--- src/rtl/cpu_pkg.sv ---
// Shared SimMIPS pipeline constants: boundary-register indices, default
// pipeline geometry and the hazard controller's per-cycle action encoding.
package cpu_pkg;

  localparam int BND_IFID  = 0;
  localparam int BND_IDEX  = 1;
  localparam int BND_EXMEM = 2;
  localparam int BND_MEMWR = 3;

  localparam int DEF_STAGES     = 5;
  localparam int DEF_LOAD_DEPTH = 1;
  localparam int DEF_MDU_LAT    = 4;
  localparam int DEF_REG_AW     = 5;

  // Winning pipeline action for the current cycle, in priority order.
  typedef enum logic [2:0] {
    ACT_RUN,
    ACT_PAUSE,
    ACT_EXC,
    ACT_STALL,
    ACT_BRANCH
  } ctrl_act_e;

endpackage

--- src/rtl/hazard_scoreboard.sv ---
// Shift scoreboard of in-flight load destinations; entry k mirrors boundary
// register k+1 and flags a read-after-load match for the instruction in ID.
module hazard_scoreboard
  import cpu_pkg::*;
#(
  parameter int DEPTH  = DEF_LOAD_DEPTH,
  parameter int REG_AW = DEF_REG_AW
) (
  input  logic              clk,
  input  logic              rst_n,
  input  logic              en,
  input  logic              ld_v,
  input  logic [REG_AW-1:0] ld_addr,
  input  logic [DEPTH-1:0]  clr,
  input  logic [REG_AW-1:0] rs_addr,
  input  logic              rs_en,
  input  logic [REG_AW-1:0] rt_addr,
  input  logic              rt_en,
  output logic              hit
);

  logic [DEPTH-1:0]  lq_v;
  logic [REG_AW-1:0] lq_addr [DEPTH];

  // NOTE: sequential state uses non-blocking (<=) so every entry samples the
  // pre-edge value of its neighbour and the shift happens in one step.
  always_ff @(posedge clk or negedge rst_n) begin
    if (!rst_n) begin
      lq_v <= '0;
    end else if (en) begin
      lq_v[0] <= ld_v && (ld_addr != '0) && !clr[0];
      for (int k = 1; k < DEPTH; k++) begin
        lq_v[k] <= lq_v[k-1] && !clr[k];
      end
    end
  end

  // NOTE: the address payload has no reset; it is only ever observed through
  // its valid bit, which is reset.
  always_ff @(posedge clk) begin
    if (en) begin
      lq_addr[0] <= ld_addr;
      for (int k = 1; k < DEPTH; k++) begin
        lq_addr[k] <= lq_addr[k-1];
      end
    end
  end

  // NOTE: hit is given a default before the loop so no latch is inferred.
  always_comb begin
    hit = 1'b0;
    for (int k = 0; k < DEPTH; k++) begin
      if (lq_v[k] &&
          ((rs_en && (rs_addr != '0) && (rs_addr == lq_addr[k])) ||
           (rt_en && (rt_addr != '0) && (rt_addr == lq_addr[k])))) begin
        hit = 1'b1;
      end
    end
  end

endmodule

--- src/rtl/pipe_hazard_ctrl.sv ---
// Clocked pipeline hazard/flush controller: resolves pause, exception,
// load-use/MDU stalls and branch flushes into per-boundary hold and flush.
module pipe_hazard_ctrl
  import cpu_pkg::*;
#(
  parameter int STAGES     = DEF_STAGES,
  parameter int LOAD_DEPTH = DEF_LOAD_DEPTH,
  parameter int MDU_LAT    = DEF_MDU_LAT,
  parameter int REG_AW     = DEF_REG_AW,
  parameter int SW         = $clog2(STAGES)
) (
  input  logic              clk,
  input  logic              rst_n,
  input  logic              pause_i,
  input  logic [REG_AW-1:0] id_rs_addr_i,
  input  logic [REG_AW-1:0] id_rt_addr_i,
  input  logic              id_rs_en_i,
  input  logic              id_rt_en_i,
  input  logic              id_load_i,
  input  logic [REG_AW-1:0] id_dest_i,
  input  logic              id_mdu_start_i,
  input  logic              id_hilo_rd_i,
  input  logic              branch_flush_i,
  input  logic              exc_i,
  input  logic [SW-1:0]     exc_stage_i,
  output logic [STAGES-2:0] hold_o,
  output logic [STAGES-2:0] flush_o,
  output logic [31:0]       stall_cnt_o
);

  localparam int NB  = STAGES - 1;
  localparam int MCW = $clog2(MDU_LAT + 1);

  logic                  lu_hit;
  logic                  mdu_hit;
  logic [MCW-1:0]        mdu_cnt;
  logic [31:0]           stall_cnt;
  logic [LOAD_DEPTH-1:0] sb_clr;
  ctrl_act_e             act;

  hazard_scoreboard #(
    .DEPTH  (LOAD_DEPTH),
    .REG_AW (REG_AW)
  ) u_scoreboard (
    .clk     (clk),
    .rst_n   (rst_n),
    .en      (!pause_i),
    .ld_v    (id_load_i),
    .ld_addr (id_dest_i),
    .clr     (sb_clr),
    .rs_addr (id_rs_addr_i),
    .rs_en   (id_rs_en_i),
    .rt_addr (id_rt_addr_i),
    .rt_en   (id_rt_en_i),
    .hit     (lu_hit)
  );

  // Entry k tracks boundary k+1, so it drops out when that boundary is flushed.
  always_comb begin
    sb_clr = '0;
    for (int k = 0; k < LOAD_DEPTH; k++) begin
      sb_clr[k] = flush_o[k+1];
    end
  end

  assign mdu_hit = id_hilo_rd_i && (mdu_cnt != '0);

  always_comb begin
    act = ACT_RUN;
    if (pause_i)                 act = ACT_PAUSE;
    else if (exc_i)              act = ACT_EXC;
    else if (lu_hit || mdu_hit)  act = ACT_STALL;
    else if (branch_flush_i)     act = ACT_BRANCH;
  end

  // Reset drives a full-pipeline bubble straight from rst_n.
  always_comb begin
    hold_o  = '0;
    flush_o = '0;
    if (!rst_n) begin
      flush_o = '1;
    end else begin
      unique case (act)
        ACT_PAUSE:  hold_o = '1;
        ACT_EXC: begin
          for (int b = 0; b < NB; b++) begin
            flush_o[b] = (SW'(b) <= exc_stage_i);
          end
        end
        ACT_STALL: begin
          hold_o[BND_IFID]  = 1'b1;
          flush_o[BND_IDEX] = 1'b1;
        end
        ACT_BRANCH: flush_o[BND_IFID] = 1'b1;
        default: ;
      endcase
    end
  end

  // A start only counts once the issuing instruction actually leaves ID.
  always_ff @(posedge clk or negedge rst_n) begin
    if (!rst_n) begin
      mdu_cnt <= '0;
    end else if (!pause_i) begin
      if (id_mdu_start_i && !hold_o[BND_IFID] && !flush_o[BND_IDEX]) begin
        mdu_cnt <= MCW'(MDU_LAT);
      end else if (mdu_cnt != '0) begin
        mdu_cnt <= mdu_cnt - MCW'(1);
      end
    end
  end

  always_ff @(posedge clk or negedge rst_n) begin
    if (!rst_n) begin
      stall_cnt <= '0;
    end else if ((act == ACT_STALL) && (stall_cnt != '1)) begin
      stall_cnt <= stall_cnt + 32'd1;
    end
  end

  assign stall_cnt_o = stall_cnt;

endmodule

--- config.mk ---
export PLATFORM = sky130hd
export DESIGN_NAME = pipe_hazard_ctrl
export DESIGN_NICKNAME = d
export VERILOG_FILES = /design/src/rtl/cpu_pkg.sv /design/src/rtl/hazard_scoreboard.sv /design/src/rtl/pipe_hazard_ctrl.sv
export SDC_FILE = /design/constraint.sdc
export NUM_CORES = 1
export LEC_CHECK = 0
export ABC_CLOCK_PERIOD_IN_PS = 3430
export CORE_MARGIN = 2
export CORE_UTILIZATION = 24
export DETAILED_ROUTE_END_ITERATION = 10
export GPL_ROUTABILITY_DRIVEN = 0
export GPL_TIMING_DRIVEN = 0
export PLACE_DENSITY_LB_ADDON = 0.12
export RECOVER_POWER = 100
export SLEW_MARGIN = 0
export SYNTH_ARGS = -nofsm -noshare
export SYNTH_HDL_FRONTEND = slang
export SYNTH_SLANG_ARGS = --single-unit
export TNS_END_PERCENT = 30
--- constraint.sdc ---
create_clock -name clk -period 3.43 [get_ports clk]
set_input_delay 1.029 -clock clk [delete_from_list [all_inputs] [get_ports clk]]
set_output_delay 1.029 -clock clk [all_outputs]
set_load 0.03 [all_outputs]
# --- After elaboration in Yosys (flattened, before gate mapping) ---
# Memories as Yosys holds them, arrays and structs flattened.
# Cells that the tools add are included.
op_classes:
  add_sub_neg: 2
  n_lt_le_gt_ge: 4
  eq_ne: 7
  mux: 15
  bitwise_logic: 1
  reduce_logical: 22
op_table:
  columns: ["cell", "n"]
  rows:
  - ["adder 32 x 1 -> 32 bit, second input constant", 1]
  - ["!= test 32 bit, second input constant", 1]
  - ["two-way mux 3 bit", 7]
  - ["nonzero test 5 bit", 3]
  - ["logical AND 1 bit", 11]
  - ["== test 5 bit", 2]
  - ["two-way mux 4 bit", 2]
  - ["== test 3 x 2 -> 1 bit, second input constant", 2]
  - ["less-or-equal comparator 1 x 3 -> 1 bit, first input constant", 2]
  - ["less-or-equal comparator 2 x 3 -> 1 bit, first input constant", 2]
  - ["case mux 1 bit (2 select lines)", 2]
  - ["== test 3 x 1 -> 1 bit, second input constant", 1]
  - ["== test 3 bit, second input constant", 1]
  - ["two-way mux 1 bit", 3]
  - ["nonzero test 3 bit", 1]
  - ["subtractor 3 x 1 -> 3 bit, second input constant", 1]
  - ["logical NOT 1 bit", 2]
  - ["logical OR 1 bit", 2]
  - ["two-way mux 2 bit", 1]
  - ["AND reduction 2 bit", 1]
  - ["nonzero test 2 bit", 1]
  - ["OR reduction 2 bit", 1]
  - ["inverter 1 bit", 1]
totals:
  ff_bits: 36
  ramBits: 5
  input_bits: 28
  out_inout_bits: 40
  word_cells: 55
  memories: 1
mem_list:
  columns: ["memory", "words", "width", "read_ports", "rd_ports_with_merged_regs", "wr", "line", "rtl"]
  rows:
  - ["u_scoreboard.lq_addr", 1, 5, 1, 0, 1, "hazard_scoreboard.sv:23", "logic [REG_AW-1:0] lq_addr [DEPTH];"]

# --- Logic depth before layout (Yosys ltp) ---
# Gate-level depths: netlist of the first run.
depth:
  depth_word: 19
  depth_mapped: 8
  depth_no_buf: 8

# --- Hierarchy ---
# From an unflattened synthesis of the first run, not the netlist that was laid out.
unflattened:
  cells_unflattened: 215
  area_unflattened_um2: 2282.2
by_module_without_submodules:
  columns: ["module", "instances", "cells_each", "area_each_um2", "seq_area_each_um2"]
  rows:
  - ["pipe_hazard_ctrl", 1, 185, 1941.9, 875.8]
  - ["hazard_scoreboard", 1, 30, 340.3, 175.2]

# --- Worst setup path before layout of the first run ---
# OpenSTA, ideal clock, no wires.
synth_timing:
  kind: "input port to output port"
  startpoint: "in id_rs_addr_i[1]"
  endpoint: "out flush_o[0]"
  t_arrival_ns: 2.757
  required_ns: 2.401
  path_slack_ns: -0.356
  path_stages: 6
  n_path_buf: 1
  path_cell_list: "nor4_1 nor3_1 o2111ai_2 nand3b_2 buf_2 o311ai_1"
synth_between:
  elab_chain_len: 13
  word_cells_on_any_way: 15
  classes_between: "eq/ne: 3; mux: 6; reduce/logical: 6"
synth_lines:
  columns: ["element", "line", "rtl"]
  rows:
  - ["start, declared", "pipe_hazard_ctrl.sv:15", "input logic [REG_AW-1:0] id_rs_addr_i,"]
  - ["nonzero test 5 bit", "hazard_scoreboard.sv:54", "((rs_en && (rs_addr != '0) && (rs_addr == lq_addr[k])) ||"]
  - ["logical AND 1 bit", "hazard_scoreboard.sv:54", null]
  - ["logical AND 1 bit *", "hazard_scoreboard.sv:54", null]
  - ["logical OR 1 bit *", "hazard_scoreboard.sv:54", null]
  - ["logical AND 1 bit *", "hazard_scoreboard.sv:53", "if (lq_v[k] &&"]
  - ["two-way mux 1 bit *", "hazard_scoreboard.sv:53", null]
  - ["logical OR 1 bit *", "pipe_hazard_ctrl.sv:72", "else if (lu_hit || mdu_hit) act = ACT_STALL;"]
  - ["two-way mux 3 bit *", "pipe_hazard_ctrl.sv:72", null]
  - ["two-way mux 3 bit *", "pipe_hazard_ctrl.sv:71", "else if (exc_i) act = ACT_EXC;"]
  - ["two-way mux 3 bit *", "pipe_hazard_ctrl.sv:70", "if (pause_i) act = ACT_PAUSE;"]
  - ["== test 3 bit or == test 3 x 2 -> 1 bit (tied branches)", "pipe_hazard_ctrl.sv:83", "unique case (act)"]
  - ["case mux 1 bit (2 select lines) *", "pipe_hazard_ctrl.sv:83", null]
  - ["two-way mux 4 bit *", "pipe_hazard_ctrl.sv:80", "if (!rst_n) begin"]
  - ["end, declared", "pipe_hazard_ctrl.sv:27", "output logic [STAGES-2:0] flush_o,"]
# Every way passes the cells marked *; elsewhere a longest branch is shown, timed or not.

# --- Worst setup path in the final report of the first run ---
layout_timing:
  startpoint: "in id_rs_addr_i[2]"
  endpoint: "out flush_o[0]"
# The elaborated chain is that of the path after synthesis.

==> results of run 1 <==
[cell usage after synthesis, drive strengths merged, types with 2 or more instances]
library cell	n	share of area
nand3	23	0.048
buf	9	0.021
and2	5	0.013
nand2	17	0.027
inv	11	0.017
nor2b	3	0.0078
nand4	15	0.054
xor2	8	0.029
nor2	15	0.024
dfrtp	36	0.38
and4	2	0.0073
nand4b	4	0.015
xnor2	32	0.12
a21oi	2	0.0042
o21ai	4	0.0084
ha	3	0.016
o211ai	2	0.0084
and3	7	0.018
nor3	12	0.033
nand3b	2	0.0078
nor4	5	0.025
edfxtp	5	0.063
[critical path, stage by stage]
cell and delay [ns]:
buf_8 0.10, nor4_4 0.27, nor3_2 0.09, o2111ai_4 0.22, nand3b_4 0.13, buf_8 0.14, o311ai_4 0.25, buf_6 0.17
[timing repair]
action,in CTS,in global routing
pin swaps,11,0
endpoints found under the setup margin,8,6
setup buffers,7,0
hold buffers,0,0
gates resized for setup,86,7
[routing by layer]
layer / wire, µm / share of wire / global-route usage
met1: 3220 / 0.48 / 0.179
met2: 3000 / 0.45 / 0.200
met3: 396 / 0.059 / 0.0340
met4: 41 / 0.0062 / 0.0261
met5: 0 / 0 / 0
[sequential cells by signal (all words and copies together) (netlist names)]
| signal | count |
|---|---|
| stall_cnt_o | 32 |
| u_scoreboard.lq_v | 1 |
| mdu_cnt | 3 |
| u_scoreboard.lq_addr | 5 |
[logic make-up after synthesis]
group | synth area share
DFF | 0.439
adders and majority gates | 0.0157
AOI/OAI and AO/OA | 0.0549
and+or+nand+nor | 0.299
xor gates and xnor gates | 0.146
buffers and inverters | 0.0403
muxes | 0.00471
[worst paths after layout]
kind                       slack, ns  cells past startpoint         endpoint
max in group asynchronous       1.18                      2   stall_cnt_o[1]
min in group asynchronous       0.67                      1  stall_cnt_o[24]
min reg2reg                     0.49                      1  stall_cnt_o[31]
max                           -0.001                      8       flush_o[0]
max reg2reg                     0.90                     10       mdu_cnt[2]
min                             0.49                      1  stall_cnt_o[31]
[power by group]
part	leakage, nW	internal (mW)	switching, mW
sequential	0.539	0.540	0.0476
clock	0.0395	0.145	0.172
combinational	0.850	0.182	0.232
total	1.43	0.867	0.451
[area by class of cell]
cell class                 instances  area (µm²)
tap                              133         166
inverter                          11        41.3
multi-input combinational        174        1300
buffer                            10        66.3
timing repair buffer              75         694
fill                            1027        6330
sequential                        41        1050
clock buffer                       8        80.1
==> metrics.md, run 1 <==
| Metric | Value |
|---|---|
| Arrival time worst endpoint | `2.40 ns` |
| H-tree Lvls | `2` |
| Max Freq | `291 MHz` |
| Global route total overflow | `0` |
| VDD IR-drop max | `256 µV` |
| Antenna Cells | `0` |
| Number of global-route vias before repair | `2169` |
| Initial Utilization | `0.246` |
| Cell variety after synth | `46` |
| Final period util | `1.00` |
| Ys async rst share | `0.878` |
| WP data required | `2.40 ns` |
| Fin cells | `452` |
| DR pass1 iterations | `4` |
| Routed WL | `6670 µm` |
| Longest Clk Path Bufs | `2` |
| Io pins | `68` |
| Tot GR Track Use | `0.128` |
| Hold Vio Cnt, Final | `0` |
| Initial DRC count | `75` |
| Setup-failing EPs final | `1` |
| Antenna violation net count after detailed routing | `0` |
| Max-cap violations | `0` |
| Ys Warns | `0` |
| Area growth syn-to-layout | `42.0%` |
| Main synth FF type | `dfrtp_1` |
| CP startpoint kind | `input port` |
| Setup TNS Final | `-0.00101 ns` |
| Max_slew headroom | `0.116` |
| Worst Max-Slew Pin Slew | `1.33 ns` |
| Final Instance Area | `0.00340 mm²` |
| Run status | `complete, but fails checks` |
| Mapped Area | `0.00239 mm²` |
| Share of cells above drive strength 1 | `0.166` |
| Worst setup path start | `id_rs_addr_i[2]` |
| Fin Hold WS | `0.493 ns` |
| Pwr Density | `388 mW/mm²` |
| Die ar. | `0.0108 mm²` |
| Leak | `1.43 nW` |
| Initial antenna violation count | `0` |
| Mean Syn Cell Area | `10.1 µm²` |
| Clock-pin transition on the worst setup and hold timing paths | `0.08 ns` |
| DR WL/cell | `14.7 µm` |
| RSZ-0062 raised after global routing | `true` |
| Syn Nets | `267` |
| Row count | `36` |
| Sequential share of the synthesized area | `0.439` |
| Min cycle time layout | `3.43 ns` |
| Setup ws final | `-0.00101 ns` |
| DRC errors left | `0` |
| DP Cell Count | `437` |
| CTS root buffer | `clkbuf_8` |
| Num CTS Buffers | `5` |
| Worst r2r src | `mdu_cnt[0]` |
| Commonest non-fill, non-tap cell in the layout | `dlygate4sd3_1` |
| DR vias | `2042` |
| Mapped Cells | `236` |
| Flops & latches, synth | `41` |
| Port bufs | `67` |
| Crit path kind | `input port to output port` |
| Place WS | `-1.18 ns` |
| Tightest Hold Check Type | `flip-flop to flip-flop` |
| Post-Route Skew | `0.00855 ns` |
| Hold_sp | `stall_cnt_o[31]` |
| Chip width | `104 µm` |
| CTS tree | `done` |
| Slew Limit Fails | `0` |
| CP Capture Type | `output port` |
| Post-synth EDFFs | `5` |
| Vias per cell | `4.52` |
| Hpwl dp | `4890 µm` |
| Layout Nets | `349` |
| Crit Path Max Fanout | `2` |
| Most frequent cells in the layout | `dlygate4sd3_1 (38), dfrtp_1 (36), xnor2_1 (32)` |
| Placeable Area | `0.00973 mm²` |
| CTS Sinks | `41` |
| Failing checks | `setup timing` |
| Final Core Density | `0.349` |
| Die height | `104 µm` |
| Skew-Pair Late Insertion Delay | `0.29 ns` |
| Largest net degree at the start of global routing | `24` |
| Post-placement cell area | `0.00326 mm²` |
| Total power | `1.32 mW` |
| First-pass GRT wire length | `11300 µm` |
(Power assumes the default switching activity.)
==> run 2, diff against run 1 <==
--- a/config.mk
+++ b/config.mk
@@ -5,7 +5,7 @@
 export SDC_FILE = /design/constraint.sdc
 export NUM_CORES = 1
 export LEC_CHECK = 0
-export ABC_CLOCK_PERIOD_IN_PS = 3430
+export ABC_CLOCK_PERIOD_IN_PS = 2900
 export CORE_MARGIN = 2
 export CORE_UTILIZATION = 24
 export DETAILED_ROUTE_END_ITERATION = 10
==> constraint.sdc (replaced) <==
create_clock -name clk -period 2.9 [get_ports clk]
set_input_delay 0.87 -clock clk [delete_from_list [all_inputs] [get_ports clk]]
set_output_delay 0.87 -clock clk [all_outputs]
set_load 0.03 [all_outputs]
==> run 2 against run 1 <==
The run still ends with setup timing left. Routed wire length rose by 1.7%. Final cell count fell by 0.44%. Clock power rose by 21%. Setup slack got worse by 0.22 ns. Via count fell by 0.73%. Largest cell class unchanged. Largest power group unchanged. Cell area rose by 3.2%. Flip-flop and latch count did not move. Critical path type unchanged. First-iteration DRC count did not move. Global-route usage rose by 0.37 points.
==> metrics.md, run 2 (same netlist as run 1, synthesis figures left out) <==
| Metric | Value |
|---|---|
| Sw power | `528 µW (+17%)` |
| Seq pwr share | `0.439 (-0.007)` |
| Initial antenna violation count | `0 (unchanged)` |
| First-pass GRT wire length | `11400 µm (+1.3%)` |
| Most frequent cells in the layout | `clkdlybuf4s50_1 (40), dfrtp_1 (36), xnor2_1 (32)` |
| Setup TNS Final | `-0.433 ns (-0.432 ns)` |
| Routed WL | `6780 µm (+1.7%)` |
| Commonest non-fill, non-tap cell in the layout | `clkdlybuf4s50_1` |
| Number of global-route vias before repair | `2136 (-1.5%)` |
| Reg2reg setup slack | `0.65 ns (-0.25 ns)` |
| Vias per cell | `4.50 (-0.29%)` |
| CTS tree | `done` |
| Power Internal | `1.06 mW (+23%)` |
| Min cycle time layout | `3.12 ns` |
| Total power | `1.59 mW (+21%)` |
| DP Cell Count | `437 (unchanged)` |
| Layout Nets | `348 (-0.29%)` |
| Sw Ratio | `0.332 (-0.0105)` |
| Number of flip-flops in the largest register | `32 (unchanged)` |
| Post-Route Skew | `0.00735 ns (-0.00120 ns)` |
| Chip width | `104 µm (unchanged)` |
| Met3 Usage GRT | `0.0340 (unchanged)` |
| Io pins | `68 (unchanged)` |
| Die ar. | `0.0108 mm² (unchanged)` |
| Final Core Density | `0.360 (+0.0112)` |
| CP Capture Type | `output port` |
| Fin cells | `450 (-0.44%)` |
| Slew Limit Fails | `0 (unchanged)` |
| Leak | `1.38 nW (-3.6%)` |
| WP data required | `2.03 ns (-0.37 ns)` |
| Reg2Reg Depth | `8 (-2)` |
| Longest Clk Path Bufs | `2 (unchanged)` |
| DRC errors left | `0 (unchanged)` |
| Initial DRC count | `75 (unchanged)` |
| Arrival time worst endpoint | `2.25 ns (-0.15 ns)` |
| Max Freq | `321 MHz` |
| Setup ws final | `-0.219 ns (-0.218 ns)` |
| DR pass1 iterations | `4 (unchanged)` |
| Global route total overflow | `0 (unchanged)` |
| Final period util | `1.08` |
| Skew-Pair Late Insertion Delay | `0.29 ns (about the same)` |
| Fill count | `1021 (-0.58%)` |
| CP startpoint kind | `input port` |
| Share of cells above drive strength 1 | `0.205 (+0.0389)` |
| Worst Max-Slew Pin Slew | `0.500 ns (-0.826 ns)` |
| Antenna violation net count after detailed routing | `0 (unchanged)` |
| Setup-failing EPs final | `4 (+3)` |
| CTS root buffer | `clkbuf_8` |
| Tot GR Track Use | `0.132 (+0.00373)` |
| Max_slew headroom | `0.667 (+0.551)` |
| GR Layer Usage met2 | `0.200 (-0.000470)` |
| Post-CTS Hold Buffers | `0 (unchanged)` |
| Pwr Density | `454 mW/mm² (+17%)` |
| Area growth syn-to-layout | `46.5%` |
| Num CTS Buffers | `5 (unchanged)` |
| Port bufs | `67 (unchanged)` |
| Hpwl dp | `4920 µm (+0.73%)` |
| Met1 Use GR | `0.189 (+0.0104)` |
| DR vias | `2027 (-0.73%)` |
| Crit Path Max Fanout | `4 (+2)` |
| RSZ-0062 raised after global routing | `true` |
| Max-cap violations | `0 (unchanged)` |
| Final Instance Area | `0.00351 mm² (+3.2%)` |
| Antenna Cells | `0 (unchanged)` |
| VDD IR-drop max | `426 µV (+67%)` |
| Tightest Hold Check Type | `input port to asynchronous set/reset pin` |
| CTS Sinks | `41 (unchanged)` |
| Failing checks | `setup timing` |
| Run status | `complete, but fails checks` |
| Largest net degree at the start of global routing | `24 (unchanged)` |
| Comb power frac | `0.321 (+0.007)` |
| Die height | `104 µm (unchanged)` |
| Gr busiest metal | `met2` |
| Placeable Area | `0.00973 mm² (unchanged)` |
| Clock group share of total power | `0.240 (about the same)` |
| H-tree Lvls | `2 (unchanged)` |
| Hold Vio Cnt, Final | `0 (unchanged)` |
| Post-placement cell area | `0.00328 mm² (+0.65%)` |
| Crit path kind | `input port to output port` |
| Clock-pin transition on the worst setup and hold timing paths | `0.08 ns (about the same)` |
| DR WL/cell | `15.1 µm (+2.2%)` |
| Initial Utilization | `0.246 (unchanged)` |
| Row count | `36 (unchanged)` |
[run 2: cell types whose count changed in the layout (fill, tap and decap cells not counted), moves of 2 or more]
| cell | delta |
|---|---|
| buf_6 | +3 |
| dlygate4sd2_1 | +4 |
| nor3_2 | +2 |
| clkdlybuf4s15_1 | -2 |
| clkdlybuf4s50_1 | +30 |
| dlygate4sd3_1 | -33 |
| nor3_1 | -2 |
| buf_4 | +2 |
| clkbuf_1 | -7 |
[run 2: per-layer routing]
layer  up-vias  share of wire
li1        998              -
met1       973           0.50
met2        51           0.45
met3         5          0.051
met4         0         0.0072
met5         -              0
[run 2: worst paths after layout]
kind / startpoint / endpoint
worst max-delay path: id_rs_addr_i[2] / flush_o[0]
worst min-delay path: rst_n / stall_cnt_o[22]
worst max register to register: u_scoreboard.lq_addr[0][3] / mdu_cnt[2]
worst min register to register: stall_cnt_o[31] / stall_cnt_o[31]
max in group asynchronous: rst_n / stall_cnt_o[7]
min in group clk: stall_cnt_o[31] / stall_cnt_o[31]
[run 2: power by group through the flow]
stage / Sequential (mW) / Clock, mW / Combinational, mW
final: 0.699 / 0.383 / 0.512
after global routing: 0.711 / 0.430 / 0.566
after CTS: 0.700 / 0.405 / 0.523
after detailed placement: 0.710 / 0 / 0.483
after global placement: 0.709 / 0 / 0.477
after floorplan: 0.753 / 0 / 0.239
[run 2: area by class of cell]
| type | count | area, µm² | share of cell area |
|---|---|---|---|
| Buffer | 9 | 65.1 | 0.0186 |
| Tap cell | 133 | 166 | 0.0475 |
| Timing Repair Buffer | 75 | 739 | 0.211 |
| Clock buffer | 7 | 86.3 | 0.0246 |
| Multi-Input combinational cell | 174 | 1360 | 0.387 |
| Inverter | 11 | 41.3 | 0.0118 |
| Sequential cell | 41 | 1050 | 0.300 |
[run 2: timing repair]
item,CTS,global route
setup buffers,6,1
pin swaps,12,4
resized for setup,102,4
cloned,0,0
endpoints found under the setup margin,8,6
[run 2: critical path: stages]
cell and delay [ns]:
buf_8 0.10, nor4_4 0.28, nor3_2 0.08, o2111ai_4 0.24, nand3b_4 0.14, buf_8 0.15, o311ai_4 0.21, buf_6 0.17
[run 2: per-stage QoR]
stage                     hold WS [ns]  setup slack (ns)
after floorplan                  0.484            -0.117
after global placement           0.479             -2.32
after detailed placement         0.486             -1.36
after CTS                        0.413            -0.285
after global routing             0.414            -0.267
final                            0.411            -0.219
==> run 3, diff against run 2 <==
--- a/config.mk
+++ b/config.mk
@@ -16,5 +16,6 @@
 export SLEW_MARGIN = 0
 export SYNTH_ARGS = -nofsm -noshare
 export SYNTH_HDL_FRONTEND = slang
+export SYNTH_HIERARCHICAL = 1
 export SYNTH_SLANG_ARGS = --single-unit
 export TNS_END_PERCENT = 30
==> run 3 against run 2 <==
The run ends with capacitance limit, slew limit, setup timing left. Power fell by 1.9%. Register-to-register slack lost 0.32 ns. Clock power up 3%. Combinational power down 12%. Count of clock-buffer cells in the layout is 1 lower. Routed wire length shrank 11%. Clock skew increased by 0.0059 ns. Non-clock buffer count is 2 lower. Final cell count shrank 4.9%. Largest cell class unchanged. Highest routed layer unchanged.
==> metrics.md, run 3 <==
| Metric | Value |
|---|---|
| Global route total overflow | `0 (unchanged)` |
| Most frequent cells in the layout | `dfrtp_1 (36), clkdlybuf4s50_1 (35), xnor2_1 (17), xor2_1 (17), buf_4 (15)` |
| Port bufs | `67 (unchanged)` |
| Pwr Density | `461 mW/mm² (+1.5%)` |
| Final Instance Area | `0.00339 mm² (-3.4%)` |
| WL met3 | `245 µm (-29%)` |
| Mapped Area | `0.00228 mm² (-4.6%)` |
| Fill count | `942 (-7.7%)` |
| Failing checks | `capacitance limit, slew limit, setup timing` |
| Synth top area share | `0.395 (+0.0182)` |
| Final period util | `1.01 (-0.0662)` |
| Mapped Cells | `215 (-8.9%)` |
| Hpwl dp | `4370 µm (-11%)` |
| DRC errors left | `0 (unchanged)` |
| Crit path kind | `input port to output port` |
| DR vias | `1906 (-6.0%)` |
| WP data required | `2.03 ns (about the same)` |
| Num CTS Buffers | `5 (unchanged)` |
| Post-synth EDFFs | `5 (unchanged)` |
| Clock-pin transition on the worst setup and hold timing paths | `0.08 ns (about the same)` |
| Largest net degree at the start of global routing | `34 (+42%)` |
| Slew Limit Fails | `34 (+34)` |
| Arrival time worst endpoint | `2.06 ns (-0.19 ns)` |
| Max_slew headroom | `-0.253 (-0.920)` |
| Worst path max stage delay | `0.26 ns (-0.02 ns)` |
| Leak | `1.43 nW (+3.7%)` |
| Area contributors post-synth | `dfrtp_1 (39%), xnor2_1 (8.1%), edfxtp_1 (6.6%), xor2_1 (6.5%), inv_1 (2.5%)` |
| Die ar. | `0.0103 mm² (-4.4%)` |
| Post-CTS Hold Buffers | `0 (unchanged)` |
| Initial antenna violation count | `0 (unchanged)` |
| CP startpoint kind | `input port` |
| Layout Nets | `330 (-5.2%)` |
| Max Freq | `342 MHz (+6.6%)` |
| Skew-Pair Late Insertion Delay | `0.30 ns (about the same)` |
| CTS tree | `done` |
| Top cells by instance count after synthesis | `dfrtp_1 (36), xnor2_1 (21), xor2_1 (17)` |
| Run status | `complete, but fails checks` |
| Die height | `102 µm (-2.2%)` |
| Routed WL | `6060 µm (-11%)` |
| Number of global-route vias before repair | `1844 (-14%)` |
| Io pins | `68 (unchanged)` |
| Initial DRC count | `49 (-35%)` |
| Max-cap violations | `1 (+1)` |
| Sequential share of the synthesized area | `0.461 (+0.0212)` |
| Synth area leader | `dfrtp_1` |
| Tot GR Track Use | `0.120 (-0.0122)` |
| Post-placement cell area | `0.00313 mm² (-4.7%)` |
| RSZ-0062 raised after global routing | `true` |
| Place WS | `-1.14 ns (+0.220 ns)` |
| Number of flip-flops in the largest register | `32 (unchanged)` |
| Commonest non-fill, non-tap cell in the layout | `dfrtp_1` |
| Ys async rst share | `0.878 (unchanged)` |
| Crit Path Max Fanout | `3 (-1)` |
| Area growth syn-to-layout | `48.4%` |
| Longest Clk Path Bufs | `2 (unchanged)` |
| Top Metal Used | `met4` |
| Chip width | `102 µm (-2.2%)` |
| CTS root buffer | `clkbuf_8` |
| M1 wire length | `2990 µm (-11%)` |
| Setup ws final | `-0.0272 ns (+0.192 ns)` |
| VDD IR-drop max | `357 µV (-16%)` |
| CP most frequent cell | `o21ai_2` |
| Ys Warns | `6 (+6)` |
| Crit-path slowest cell | `nor4_4` |
| Tightest Hold Check Type | `input port to asynchronous set/reset pin` |
| Syn Nets | `246 (-7.9%)` |
| Flops & latches, synth | `41 (unchanged)` |
| Cell variety after synth | `48 (+4.3%)` |
| Initial Utilization | `0.247 (+0.00110)` |
| Main synth FF type | `dfrtp_1` |
| Antenna violation net count after detailed routing | `0 (unchanged)` |
| Post-Route Skew | `0.0132 ns (+0.00585 ns)` |
| Top-count cell post-synth | `dfrtp_1` |
| First-pass GRT wire length | `9550 µm (-17%)` |
| Mean Syn Cell Area | `10.6 µm² (+4.7%)` |
| Row count | `35 (-2.8%)` |
| H-tree Lvls | `2 (unchanged)` |
| Placeable Area | `0.00924 mm² (-5.0%)` |
| DR pass1 iterations | `4 (unchanged)` |
| Antenna Cells | `0 (unchanged)` |
| CP Capture Type | `output port` |
| Total power | `1.56 mW (-1.9%)` |
| DR WL/cell | `14.1 µm (-6.1%)` |
| Cells along the critical path | `buf_8, nor4_4, o21ai_2, nand4_1, o22ai_4, o31ai_4, o21ai_2, buf_6` |
| Min cycle time layout | `2.93 ns (-0.192 ns)` |
| Vias per cell | `4.45 (-1.1%)` |
| Worst Max-Slew Pin Slew | `1.88 ns (+1.38 ns)` |
| Share of cells above drive strength 1 | `0.241 (+0.0358)` |
| Routed wl met2 | `2750 µm (-8.9%)` |
| Setup-failing EPs final | `3 (-1)` |
| CTS Sinks | `41 (unchanged)` |
| Hold Vio Cnt, Final | `0 (unchanged)` |
## run 3: cell types whose count changed after synthesis, sizes merged, moves of 4 or more
| cell | before | now |
|---|---|---|
| xnor2 | 32 | 21 |
| nand4 | 15 | 10 |
| nand3 | 23 | 12 |
| buf | 9 | 5 |
| a211oi | 0 | 8 |
| o21ai | 4 | 8 |
| inv | 11 | 15 |
| nor2 | 15 | 7 |
| xor2 | 8 | 17 |
## run 3: metal layers
| layer | vias up | track usage |
|---|---|---|
| li1 | 941 | - |
| met1 | 916 | 0.165 |
| met2 | 43 | 0.188 |
| met3 | 6 | 0.0290 |
| met4 | 0 | 0.0312 |
| met5 | - | 0 |
## run 3: layout make-up
cell class,count,area [µm²],area share
sequential,41,1050,0.310
clock buffer,6,82.6,0.0244
buffer,5,38.8,0.0115
tap,129,161,0.0477
clock inverter,1,7.51,0.00222
multi-input combinational,154,1270,0.375
timing repair buffer,77,717,0.212
inverter,15,58.8,0.0174
## run 3: metrics by stage
step / TNS, ns / utilization / hold WS [ns] / cells
floorplan: -0.0756 / - / 0.451 / 215
global placement: -39.19 / 0.337 / 0.466 / 411
detailed placement: -17.22 / 0.339 / 0.474 / 412
CTS: -0.177 / 0.360 / 0.434 / 429
global route: -0.509 / 0.366 / 0.423 / 428
finish: -0.0606 / 0.366 / 0.430 / 428
## run 3: path summary, 6_finish.rpt
kind,cells after the start,slack [ns],start,endpoint
hold / removal,1,0.43,rst_n,u_scoreboard/lq_v
setup reg to reg,9,0.33,u_scoreboard/lq_addr[0][1],stall_cnt_o[27]
max in group asynchronous,2,0.46,rst_n,stall_cnt_o[3]
min in group clk,1,0.48,mdu_cnt[0],mdu_cnt[0]
hold reg to reg,1,0.48,mdu_cnt[0],mdu_cnt[0]
setup / recovery,8,-0.03,id_rt_addr_i[3],flush_o[1]
## run 3: cells by family after synthesis
logic type / count (synthesis) / synth area share
xor+xnor: 38 / 0.146
mux: 2 / 0.00932
simple gates: 80 / 0.214
compound gates: 31 / 0.112
flops: 41 / 0.461
fa+ha+maj: 3 / 0.0164
buf+inv: 20 / 0.0417
## run 3: repair_timing
item / in CTS / in global routing
pin swaps: 14 / 9
gates resized for setup: 96 / 18
setup endpoints to repair: 28 / 14
setup buffers: 10 / 0
## run 3: worst max-delay path, delay by kind of cell
family,cells,cell delay [ns]
compound gates,4,0.54
buf+inv,2,0.25
simple gates,2,0.38
## run 3: power breakdown
group,switching [mW],leakage (nW),total [mW],internal [mW]
registers,0.0726,0.513,0.717,0.644
clock network,0.206,0.0433,0.394,0.189
logic,0.241,0.872,0.451,0.211
total,0.519,1.43,1.56,1.04
